`config.mk`:
```
export PLATFORM = sky130hd
export DESIGN_NAME = updown_sweep_controller
export DESIGN_NICKNAME = d
export VERILOG_FILES = /design/src/rtl/updown_sweep_controller.sv
export SDC_FILE = /design/constraint.sdc
export NUM_CORES = 1
export LEC_CHECK = 0
export BUFFER_PORTS_ARGS = -buffer_cell sky130_fd_sc_hd__buf_4
export CORE_UTILIZATION = 42
export CTS_CLUSTER_DIAMETER = 80
export DETAILED_ROUTE_END_ITERATION = 10
export GPL_TIMING_DRIVEN = 0
export PLACE_DENSITY_LB_ADDON = 0.3
export SYNTH_ARGS = -nofsm -noshare
export SYNTH_HDL_FRONTEND = slang
export SYNTH_SLANG_ARGS = --single-unit
```
`constraint.sdc`:
```
create_clock -name Clock -period 2.85 [get_ports Clock]
set_clock_uncertainty 0.05 [all_clocks]
set_input_delay 0.285 -clock Clock [delete_from_list [all_inputs] [get_ports Clock]]
set_output_delay 0.285 -clock Clock [all_outputs]
set_load 0.01 [all_outputs]
```
`src/rtl/updown_sweep_controller.sv`:
```
// Sweep controller for an external 4-bit up/down counter: ramps it between captured
// bounds with a programmable dwell at each end, for a set number of sweeps or until Stop.
module updown_sweep_controller #(
  parameter int DATA_W = 4
) (
  input  logic              Clock,
  input  logic              Reset,
  input  logic              Start,
  input  logic              Stop,
  input  logic [DATA_W-1:0] Q_in,
  input  logic [DATA_W-1:0] Upper,
  input  logic [DATA_W-1:0] Lower,
  input  logic [DATA_W-1:0] Dwell,
  input  logic [DATA_W-1:0] Cycles,
  output logic              Enable,
  output logic              up_down,
  output logic              Sweep_done,
  output logic              Cfg_error,
  output logic [DATA_W-1:0] Sweep_count,
  output logic [2:0]        State
);

  typedef enum logic [2:0] {
    IDLE     = 3'd0,
    UP       = 3'd1,
    HOLD_TOP = 3'd2,
    DOWN     = 3'd3,
    HOLD_BOT = 3'd4,
    DONE     = 3'd5
  } state_t;

  state_t            state_q, state_d;
  logic [DATA_W-1:0] upper_q, lower_q, dwell_q, cycles_q;
  logic [DATA_W-1:0] sweep_cnt_q, dwell_cnt_q;
  logic [DATA_W-1:0] sweep_cnt_inc;
  logic              cfg_err_q;
  logic              capture, cfg_reject, dwell_end, sweep_end;

  always_comb begin
    state_d       = state_q;
    capture       = 1'b0;
    cfg_reject    = 1'b0;
    sweep_cnt_inc = sweep_cnt_q + 1'b1;
    dwell_end     = (dwell_cnt_q == dwell_q);
    sweep_end     = (cycles_q != '0) && (sweep_cnt_inc == cycles_q);
    if (Stop && state_q != IDLE) begin
      state_d = IDLE;
    end else begin
      case (state_q)
        IDLE: begin
          if (Start && !Stop) begin
            if (Lower < Upper) begin
              capture = 1'b1;
              state_d = UP;
            end else begin
              cfg_reject = 1'b1;
            end
          end
        end
        UP:       if (Q_in >= upper_q) state_d = HOLD_TOP;
        HOLD_TOP: if (dwell_end) state_d = DOWN;
        DOWN:     if (Q_in <= lower_q) state_d = HOLD_BOT;
        HOLD_BOT: if (dwell_end) state_d = sweep_end ? DONE : UP;
        DONE:     state_d = IDLE;
        default:  state_d = IDLE;
      endcase
    end
  end

  // Counter controls are suppressed while Reset or Stop is pending so an abort never moves the counter.
  always_comb begin
    Enable = 1'b0;
    case (state_q)
      UP:      Enable = (Q_in < upper_q);
      DOWN:    Enable = (Q_in > lower_q);
      default: Enable = 1'b0;
    endcase
    if (Reset || Stop) Enable = 1'b0;
    up_down     = Reset || !((state_q == DOWN) || (state_q == HOLD_BOT));
    Sweep_done  = (state_q == DONE) && !Reset && !Stop;
    Cfg_error   = cfg_err_q;
    Sweep_count = sweep_cnt_q;
    State       = state_q;
  end

  always_ff @(posedge Clock) begin
    if (Reset) begin
      state_q     <= IDLE;
      upper_q     <= '0;
      lower_q     <= '0;
      dwell_q     <= '0;
      cycles_q    <= '0;
      sweep_cnt_q <= '0;
      dwell_cnt_q <= '0;
      cfg_err_q   <= 1'b0;
    end else begin
      state_q <= state_d;
      if (capture) begin
        upper_q     <= Upper;
        lower_q     <= Lower;
        dwell_q     <= Dwell;
        cycles_q    <= Cycles;
        sweep_cnt_q <= '0;
        cfg_err_q   <= 1'b0;
      end
      if (cfg_reject) cfg_err_q <= 1'b1;
      // Dwell counter restarts on every state change, so each hold begins at zero.
      if (state_d != state_q) begin
        dwell_cnt_q <= '0;
      end else if (state_q == HOLD_TOP || state_q == HOLD_BOT) begin
        dwell_cnt_q <= dwell_cnt_q + 1'b1;
      end
      if (state_q == HOLD_BOT && state_d != HOLD_BOT && state_d != IDLE) begin
        sweep_cnt_q <= sweep_cnt_inc;
      end
    end
  end

endmodule

```
### Word level (Yosys, flattened, before mapping)

Cells that the tools add are included.

* flip-flop bits (word level): 28
* memories: 0
* input port bits: 24
* RAM bits: 0
* logic and storage cells: 68
* latch bits: 0
* memory bits (read-only): 0

* order comparisons: 5
* reduce and logical (&&, ||, !) cells: 21
* shift operators: 0
* muxes and demuxes: 23
* multiply operators: 0
* add/subtract/negate cells: 2
* bitwise operators: 0
* divide/modulo/power cells: 0
* equality and inequality tests: 9

Operators with widths (count)
* 3-bit two-way mux: 8
* 3-bit one-hot mux with 5 select lines: 1
* 1-bit two-way mux: 11
* 4-bit by 1-bit adder with 4-bit output, second input constant: 2
* 4-bit equality test: 2
* 4-bit less-than comparator: 2
* 4-bit two-way mux: 2
* 1-bit logical AND: 7
* 3-bit by 2-bit equality test with 1-bit output, second input constant: 2
* 3-bit equality test, second input constant: 2
* 3-bit nonzero test: 2
* 4-bit >= comparator: 1
* 4-bit > comparator: 1
* 4-bit less-or-equal comparator: 1
* 1-bit logical OR: 4
* 2-bit nonzero test: 2
* 4-bit nonzero test: 1
* 3-bit by 1-bit equality test with 1-bit output, second input constant: 1
* 1-bit zero test: 3
* 3-bit zero test: 1
* 3-bit inequality test: 1
* 3-bit inequality test, second input constant: 1
* 1-bit one-hot mux with 2 select lines: 1
* 2-bit OR reduction: 1

### Longest topological paths before layout

* depth after elaboration: 11
* mapped depth: 8

### Worst setup path after synthesis

No wires, ideal clock.

* path type: register -> register
* start: register upper_q[1]
* end: register sweep_cnt_q[2], in the netlist Sweep_count[2]
* arrival time: 2.033 ns
* clock period less this slack: 2.157 ns
* path buffers: 0
* stages on the path, launching flop included: 9
* setup slack: 0.693 ns
* cell sequence: dfxtp_1 inv_1 ha_1 nor2b_4 o211ai_1 nand2_2 o2111a_4 or4b_1 a31oi_1

* longest elaborated chain between the ends: 8
* elaborated cells between the ends (all ways): 10
* those cells by class: order compare (1); eq/ne (1); mux (4); reduce/logical (4)

RTL lines
* start, declared: RTL line 33 `logic [DATA_W-1:0] upper_q, lower_q, dwell_q, cycles_q;`
* start signal, assigned: RTL line 99 `upper_q <= Upper;`
* 4-bit >= comparator (*): RTL line 60 `UP: if (Q_in >= upper_q) state_d = HOLD_TOP;`
* 3-bit two-way mux (*): RTL line 60
* 3-bit one-hot mux with 5 select lines (*): RTL line 49 `case (state_q)`
* 3-bit two-way mux (*): RTL line 46 `if (Stop && state_q != IDLE) begin`
* 3-bit inequality test: RTL line 113 `if (state_q == HOLD_BOT && state_d != HOLD_BOT && state_d != IDLE) begin`
* 1-bit logical AND: RTL line 113
* 1-bit logical AND (*): RTL line 113
* 4-bit two-way mux / 2-bit nonzero test (equally long branches)
* end signal, assigned: RTL line 114 `sweep_cnt_q <= sweep_cnt_inc;`
* end, declared: RTL line 34 `logic [DATA_W-1:0] sweep_cnt_q, dwell_cnt_q;`

Mark *: on every way between the ends. The rest lies on a longest branch, timed or not.
A chain may end at the register's enable or synchronous reset.

### Worst setup path in the final report

* start: register lower_q[1]
* end: output port Enable

* longest elaborated chain between the ends: 3

RTL lines
* start, declared: RTL line 33
* start signal, assigned: RTL line 100 `lower_q <= Lower;`
* 4-bit > comparator: RTL line 75 `DOWN: Enable = (Q_in > lower_q);`
* 1-bit one-hot mux with 2 select lines: RTL line 73 `case (state_q)`
* 1-bit two-way mux: RTL line 78 `if (Reset || Stop) Enable = 1'b0;`
* end, declared: RTL line 15 `output logic Enable,`

Every way passes these cells.

==> summary.md <==
| Metric | Value |
|---|---|
| Status | `finished, final reports clean` |
| Max Slew Vio Count | `0` |
| Area Overhead vs Synth | `21.7%` |
| Hold path cells | `3` |
| Syn_area_per_cell | `between 8 and 9 sq um` |
| Critical path class | `flop to primary output` |
| First-pass GRT wire length | `~7000 um` |
| Average wire per cell in the routed design | `13.6 um` |
| Worst Path Arrival | `2.09 ns` |
| Max Clock Freq | `between 400 and 500 MHz` |
| Placed cell count | `roughly 300` |
| Core Area | `4000 sq um` |
| Cts hold-fix bufs | `0` |
| Setup crit end kind | `primary output` |
| Internal Power | `0.000693 W` |
| Die Y | `66.7 um` |
| Seq/Total Area, Yosys | `between 30% and 40%` |
| EDFF count, synth | `0` |
| Hpwl dp | `about 3100 um` |
| Row cnt | `23` |
| Via-to-Cell Ratio | `5.35` |
| Pwr Total | `between 0.0009 and 0.001 W` |
| Wirelength, routed | `approximately 4100 um` |
| Syn Nets | `about 250` |
| Post-CTS Setup Bufs | `0` |
| Critical path launch point type | `flop` |
| Commonest cells after routing, fill and taps aside | `nand2_1, buf_4, dfxtp_1` |
| Setup violators final | `0` |
| Total negative slack | `0 ns` |
| Worst slew margin | `between 60% and 70%` |
| # clock sinks | `28` |
| Util after Layout | `~53%` |
| Primary FF master, synth | `dfxtp_1` |
| Gate Count Post-Synth | `between 200 and 250` |
| Unrepaired setup endpoints after global routing | `no` |
| CTS H-tree lvls | `1` |
| CP required | `about 2.5 ns` |
| Residual DRC | `0` |
| Largest net degree at the start of global routing | `17` |
| PD cells | `approximately 450 nW/um^2` |
| Worst-path clk slew | `roughly 0.10 ns` |
| CTS max path bufs | `2` |
| Gr usage total | `20.7%` |
| Number of max-cap violations | `0` |
| FF+latch count, synth | `28` |
| Share of cells above drive strength 1 | `22.3%` |
| Final Cycle Share | `85.1%` |
| Clk pwr share | `between 30% and 40%` |
| Boundary Pins | `35` |
| Non-filler cells, final | `around 300` |
| Buf+Inv Stages, Crit Path | `2` |
| Leak | `0.882 nW` |
| Switching share of power | `about 27%` |
| Total number of vias | `1609` |
| # nets final | `around 290` |
| Antenna cells | `0` |
| Peak supply drop | `around 0.32 mV` |
| Initial DRT Pass Iterations | `4` |
| Synth warn | `0` |
| FFs w/ async S/R, synth | `0%` |
| Final GP Congestion | `0.814` |
| Seq pwr share | `around 44%` |
| FILL cells | `approximately 380` |
| Final Critical Period | `2.42 ns` |
| Post-route ant nets | `0` |
| Worst-Margin Slew | `0.571 ns` |
| Vias in the first global route | `roughly 1.5k` |
| Port Buffer Count | `33` |
| Die Footprint | `between 4000 and 5000 sq um` |
| R2R cell count | `8` |
| Logic pwr share | `between 20% and 30%` |
| Cell Chain, Critical Path | `inv_1 > ha_1 > nor2b_1 > o211ai_1 > a21boi_0 > a22oi_1 > nor4_1 > buf_4` |
| Most common cell after layout, fill and taps aside | `nand2_1` |
| Crit-path max cell delay | `between 0.3 and 0.4 ns` |
| Total CTS buffers | `3` |
| Initial Util | `between 40% and 50%` |
| CP delay by family, top | `compound AO/OA/AOI/OAI gates` |
| Initial antenna violation count | `0` |
| Cell area after synthesis | `approximately 1800 sq um` |
| Worst path slowest cell | `a21boi_0` |
| Final hold vios | `0` |
| CTS tree | `yes` |
| Die X | `between 60 and 70 um` |
| 1st-iter DRT viols | `between 60 and 70` |
| Clock latency on the worst-skew pair | `around 0.28 ns` |
| GRT Residual Overflow | `0` |
| Worst Hold Class | `input port to flop` |
| Switch Pwr | `about 0.00026 W` |
| Library cells used by synthesis | `approximately 50` |
| Crit path depth | `8` |
| Post-CTS Resized | `0` |
| CTS root buf | `clkbuf_8` |
| Crit-path max FO | `3` |
tightest hold or removal path, delay by kind of cell:
kind / cells / cell delay, ns
compound gates: 1 / 0.05
buf+inv: 1 / 0.11
simple gates: 1 / 0.04
layer usage:
| metal | vias to the layer above | wire length (um) | global-route usage [%] |
|---|---|---|---|
| met3 | 4 | 196 | 3.08 |
| li1 | 827 | - | - |
| met4 | 0 | 40 | 4.79 |
| met5 | - | 0 | 0 |
| met1 | 729 | 1980 | 28.2 |
| met2 | 49 | 1880 | 34.0 |
cell usage after synthesis, types with 2 or more instances:
cell type  number  area, sq um
a31oi_1         4         25.0
mux2i_1         2         20.0
ha_1           13          163
nand2_2         2         12.5
nand4_1         4         25.0
and2_1          2         12.5
buf_2           2         10.0
a211oi_2        2         25.0
dfxtp_1        28          561
nor2_1          4         15.0
o2111ai_1       2         17.5
xor2_1          8         70.1
clkbuf_1        6         22.5
buf_6           2         22.5
o21ai_0         7         35.0
nor3_1          8         40.0
xnor2_1         6         52.6
nand2_1        41          154
a21oi_1        21          105
nor4_1          2         12.5
nor2b_1         2         12.5
inv_1          12         45.0
o211ai_1        3         22.5
nand3_1         2         10.0
a21o_1          3         22.5
worst paths after layout:
kind | slack, ns | from | endpoint
worst max-delay path | 0.43 | lower_q[1] | Enable
worst min-delay path | 0.19 | Dwell[2] | dwell_q[2]
worst max register to register | 0.44 | upper_q[1] | Sweep_count[2]
worst min register to register | 0.41 | upper_q[1] | upper_q[1]
layout make-up:
type	count	area (sq um)	area share [%]
tap	50	62.6	2.93
buffer	11	58.8	2.75
timing repair buffer	33	248	11.6
sequential	28	561	26.2
multi-input combinational	163	1090	51.1
inverter	12	45.0	2.11
clock buffer	3	41.3	1.93
clock inverter	1	30.0	1.41
power by group through the flow:
stage               sequential [W]  clock (W)  combinational, W
floorplan                 0.000428          0          0.000144
CTS                       0.000420   0.000319          0.000215
finish                    0.000420   0.000319          0.000216
global placement          0.000429          0          0.000211
detailed placement        0.000429          0          0.000214
global route              0.000422   0.000332          0.000240
through the flow:
stage               hold WS, ns  worst slack, ns  cell area, sq um
global route              0.192            0.259              2140
finish                    0.189            0.426              2140
global placement          0.393            0.500              2070
floorplan                 0.371            0.693              1760
detailed placement        0.400            0.405              2070
CTS                       0.188            0.441              2140
sequential cells by signal (all words and copies together), names as in the netlist:
register	flops
Cfg_error	1
dwell_q	4
lower_q	4
upper_q	4
Sweep_count	4
dwell_cnt_q	4
cycles_q	4
State	3
cells by family (layout without fill, tap and decap cells):
| group | after synthesis | after routing | synth area share [%] |
|---|---|---|---|
| AO/OA/AOI/OAI | 51 | 51 | 19.6 |
| multiplexers | 2 | 2 | 1.14 |
| flip-flops | 28 | 28 | 31.9 |
| adder cells (fa/ha/maj) | 13 | 13 | 9.27 |
| XOR/XNOR | 14 | 14 | 6.99 |
| buffers and inverters | 23 | 60 | 5.92 |
| AND/OR/NAND/NOR | 83 | 83 | 25.2 |
(Power assumes the default switching activity.)
